`src/rtl/fft_input_loader.sv`:
```
// Feeds the FFT stage register array from a valid/ready sample stream.
// Samples are written in natural or bit-reversed order; the full frame is held until acknowledged.
module fft_input_loader #(
  parameter int N      = 16,
  parameter int MSB    = 16,
  parameter int BITREV = 1,
  localparam int AW    = $clog2(N)
) (
  input  logic            clk,
  input  logic            rst,
  input  logic            s_valid,
  input  logic [MSB-1:0]  s_data,
  output logic            s_ready,
  input  logic            flush,
  input  logic            frame_ack,
  output logic            we,
  output logic [AW-1:0]   addr,
  output logic [MSB-1:0]  data,
  output logic            frame_ready,
  output logic [AW:0]     sample_cnt
);

  typedef enum logic {LOAD = 1'b0, FULL = 1'b1} state_t;

  localparam logic [AW:0] LAST_IDX = (AW+1)'(N - 1);

  state_t state;

  function automatic logic [AW-1:0] bitrev(input logic [AW-1:0] v);
    logic [AW-1:0] r;
    for (int i = 0; i < AW; i++) begin
      r[i] = v[AW-1-i];
    end
    return r;
  endfunction

  // Ready only depends on registered state, so upstream sees no combinational path from s_valid.
  always_comb begin
    s_ready = (state == LOAD) && !rst;
  end

  // Frame FSM and registered write port; precedence is rst > flush > frame_ack > accept.
  always_ff @(posedge clk) begin
    if (rst) begin
      state       <= LOAD;
      sample_cnt  <= '0;
      we          <= 1'b0;
      addr        <= '0;
      data        <= '0;
      frame_ready <= 1'b0;
    end else if (flush) begin
      state       <= LOAD;
      sample_cnt  <= '0;
      we          <= 1'b0;
      frame_ready <= 1'b0;
    end else begin
      we <= 1'b0;
      case (state)
        LOAD: begin
          if (s_valid) begin
            we         <= 1'b1;
            data       <= s_data;
            addr       <= (BITREV != 0) ? bitrev(sample_cnt[AW-1:0]) : sample_cnt[AW-1:0];
            sample_cnt <= sample_cnt + 1'b1;
            if (sample_cnt == LAST_IDX) begin
              state       <= FULL;
              frame_ready <= 1'b1;
            end else begin
              state       <= LOAD;
            end
          end else begin
            state <= LOAD;
          end
        end
        FULL: begin
          // Acknowledge only reopens the frame; no sample is taken on the ack edge.
          if (frame_ack) begin
            state       <= LOAD;
            sample_cnt  <= '0;
            frame_ready <= 1'b0;
          end else begin
            state <= FULL;
          end
        end
        default: begin
          state       <= LOAD;
          sample_cnt  <= '0;
          frame_ready <= 1'b0;
        end
      endcase
    end
  end

endmodule

```
`config.mk`:
```
export PLATFORM = sky130hd
export DESIGN_NAME = fft_input_loader
export DESIGN_NICKNAME = d
export VERILOG_FILES = /design/src/rtl/fft_input_loader.sv
export SDC_FILE = /design/constraint.sdc
export NUM_CORES = 1
export LEC_CHECK = 0
export BUFFER_PORTS_ARGS = -buffer_cell sky130_fd_sc_hd__buf_2
export CAP_MARGIN = 20
export CORE_MARGIN = 4
export CORE_UTILIZATION = 40
export CTS_CLUSTER_DIAMETER = 200
export DETAILED_ROUTE_END_ITERATION = 8
export GPL_TIMING_DRIVEN = 0
export PLACE_DENSITY_LB_ADDON = 0.3
export SYNTH_ARGS = -nofsm -noshare
export SYNTH_HDL_FRONTEND = slang
export SYNTH_SLANG_ARGS = --single-unit
```
`constraint.sdc`:
```
create_clock -name clk -period 1.3 [get_ports clk]
set_input_delay 0 -clock clk [delete_from_list [all_inputs] [get_ports clk]]
set_output_delay 0 -clock clk [all_outputs]
set_load 0.03 [all_outputs]
```
==> impl_metrics.yaml <==
power_and_ir_drop:
  seqPwrFrac_pct: 58.6
  p_sw_uw: 407
  internal_power_uw: 1120
  p_sw_share_pct: 26.7
  ir_drop_uv: 642
  power_density_mw_per_mm2: 931
  p_comb_share_pct: 17.7
  power.leakage_uw: 0.000730
  power_frac_clock_pct: 23.8
yosys:
  yosys_warnings: 0
  avgSynthCellArea_um2: 8.65
  yosys.area_share.simple_pct: 21.8
  synth_xor_area_share_pct: 0
  yosys.area.top_type: "dfxtp_1"
  synthCells: 126
  synth_top_family_by_area: "simple AND/OR/NAND/NOR gates"
  syn_area_mm2: 0.00109
  synth_top_area_share_pct: 51.4
  synth.distinct_cells: 30
  seq_area_frac_synth_pct: 51.4
  yosys.area_share.adder_pct: 2.30
  ys_seq_elements: 28
  synth.area.mux_share_pct: 2.30
  ys_top_cells_by_area: "dfxtp_1 51%, nand2_1 14%, a21oi_1 9.6%, ha_1 2.3%, buf_6 2.1%"
  syn_nets: 149
  synth_compound_area_share_pct: 16.8
floorplanning:
  boundaryPins: 49
  die_width_um: 60.2
  initial_core_util_pct: 42.8
  core_mm2: 0.00254
  row_count: 18
  fp.dieH_um: 60.2
  die_area_mm2: 0.00362
route:
  wl_per_cell_um: 12.8
  postRouteWirelength_mm: 2.91
  antenna_left: 0
  viasPerCell: 4.94
  vias: 1126
  drc: 0
  drtIter0Drc: 37
  first_pass_iters: 4
global_route:
  grt_pass1_vias: 1091
  antenna_found_initial: 0
  grt_pass1_wl_mm: 4.78
  grt_overflow: 0
  grt_max_degree: 16
  grtUsageTotal_pct: 17.2
clock_network:
  cts_sinks: 28
  cts_made_buffers: 3
  clock_path_buffers: 2
  insertion_delay_ns: 0.33
  cts.htree.levels: 1
  cts-root-buf: "clkbuf_4"
  cts_tree: "built"
  path_clk_slew_ns: 0.15
critical_path:
  critPathCaptureType: "flop"
  cp.depth: 4
  critPathTopFamily: "simple AND/OR/NAND/NOR gates"
  cp_data_required_time_ns: 1.50
  r2r_setup_slack_ns: 0.03
  path_cells: "or3b_4 -> buf_6 -> nand2_1 -> a21oi_1"
  r2r-start: "state"
  slowest_delay_ns: 0.46
  worstReg2RegEnd: "data[7]"
  path_class: "flop to flop"
  slowest_stage: "or3b_4"
  critPathArrivalTime_ns: 1.47
  cp-start-kind: "flop"
  r2r_cells: 4
  cp_max_fo: 6
  timing.critical_path.buf_inv: 1
sta:
  setup_viol: 0
  final.setup.tns_ns: 0
  worst-slew-pin-transition_ns: 0.484
  timing.slew.headroom_pct: 67.5
  clock_skew_ns: 0.0107
  period_share_pct: 97.8
  rsz0062_at_grt: "false"
  min_period_ns: 1.27
  hold_violations: 0
  fin_ws_ns: 0.0291
  fmax_ghz: 0.787
  drv_slew: 0
placed_design:
  place_ws_ns: -0.0292
  hpwlAfterDp_mm: 1.96
  place_area_mm2: 0.00137
  io_buffers: 47
  gp_congestion: 0.878
finish:
  drive_gt1_share_pct: 35.4
  finalInstanceArea_mm2: 0.00164
  area_delta_synth_final_pct: 50.3
  nets: 222
  antenna_cells: 0
  final_core_util_pct: 64.4
hold_path:
  hold_class: "primary input to flop"
  hold_depth: 4
  hold_path_end: "state"
  hp-start: "frame_ack"
status:
  status: "completed"
run:
  cap_viol_max_count: 0
-- registers in the layout (all words and copies together) (netlist names) --
signal,cells
data,16
sample_cnt,5
addr,4
frame_ready,1
state,1
we,1
-- final cells by class --
type,instances,area (um2)
fill,236,907
sequential,28,572
multi-input combinational,88,500
timing repair buffer,69,450
buffer,7,43.8
tap,30,37.5
clock buffer,4,26.3
inverter,2,7.51
-- power by group through the flow --
| stage | clock [uW] | sequential [uW] | combinational (uW) |
|---|---|---|---|
| 2_1_floorplan | 0 | 970 | 82.0 |
| 3_3_place_gp | 0 | 916 | 211 |
| 3_5_place_dp | 0 | 917 | 217 |
| 4_1_cts | 371 | 897 | 269 |
| 5_1_grt | 419 | 898 | 295 |
| 6_report | 363 | 893 | 269 |
-- cells by family after synthesis --
group	after synthesis
AND/OR/NAND/NOR	54
AO/OA/AOI/OAI	30
flip-flops	28
buffers and inverters	10
multiplexers	2
adder cells (fa/ha/maj)	2
-- cells in the final DEF, fill, tap and decap left out, types with 2 or more instances in the layout --
cell type	n
clkbuf_1	4
buf_2	49
dfxtp_1	25
buf_4	3
nand2_1	40
ha_4	2
buf_6	4
inv_1	2
dfxtp_4	3
dlygate4sd3_1	17
a21oi_1	21
nor2_1	4
nor2b_1	2
clkbuf_4	3
-- routing by layer --
layer  vias to the layer above  wire length, um  track usage [%]
met5                         -                0                0
met4                         0               27             4.75
met3                         4              154             3.24
met2                        32             1530             32.6
met1                       525             1190             19.2
li1                        565                -                -
-- metrics by stage --
step	power, uW	std cells	hold WS [ns]
after floorplan	1050	126	0.0667
after global placement	1130	203	0.241
after detailed placement	1130	203	0.249
after CTS	1540	226	0.0238
after global routing	1610	228	0.0634
final	1530	228	0.0241
-- tightest hold or removal path, stage by stage --
cell and delay, ns:
buf_2 0.11, nor2b_1 0.05, a21oi_1 0.12, nor3_1 0.05
-- how the worst max path moves through the flow --
stage / start / to / slack [ns]
2_1_floorplan: sample_cnt[0] / sample_cnt[4] / 0.003
3_3_place_gp: sample_cnt[0] / sample_cnt[4] / -0.006
3_5_place_dp: sample_cnt[0] / sample_cnt[4] / -0.03
4_1_cts: state / data[4] / 0.02
5_1_grt: state / data[6] / 0.0002
6_report: state / data[7] / 0.03
-- Yosys cell counts, drive strengths merged --
library cell / number
or3: 1
nor3: 1
a2111oi: 1
inv: 2
a21boi: 2
buf: 5
a21oi: 21
nor2: 5
mux2: 1
and3: 1
o32a: 1
dfxtp: 28
o21a: 1
o21ai: 1
mux2i: 1
clkbuf: 3
a22o: 1
nand3: 1
nand2: 40
a211oi: 1
a32oi: 1
nor3b: 2
or3b: 1
ha: 2
nor2b: 2
-- repair_timing --
item | 4_1_cts | 5_1_grt
setup endpoints to repair | 14 | 11
hold endpoints to repair | 18 | 0
cloned | 2 | 0
hold buffers | 17 | 0
pin swaps | 1 | 0
resized for setup | 7 | 4
buffers inserted | 1 | 2
Power figures use the tool's default switching activity.
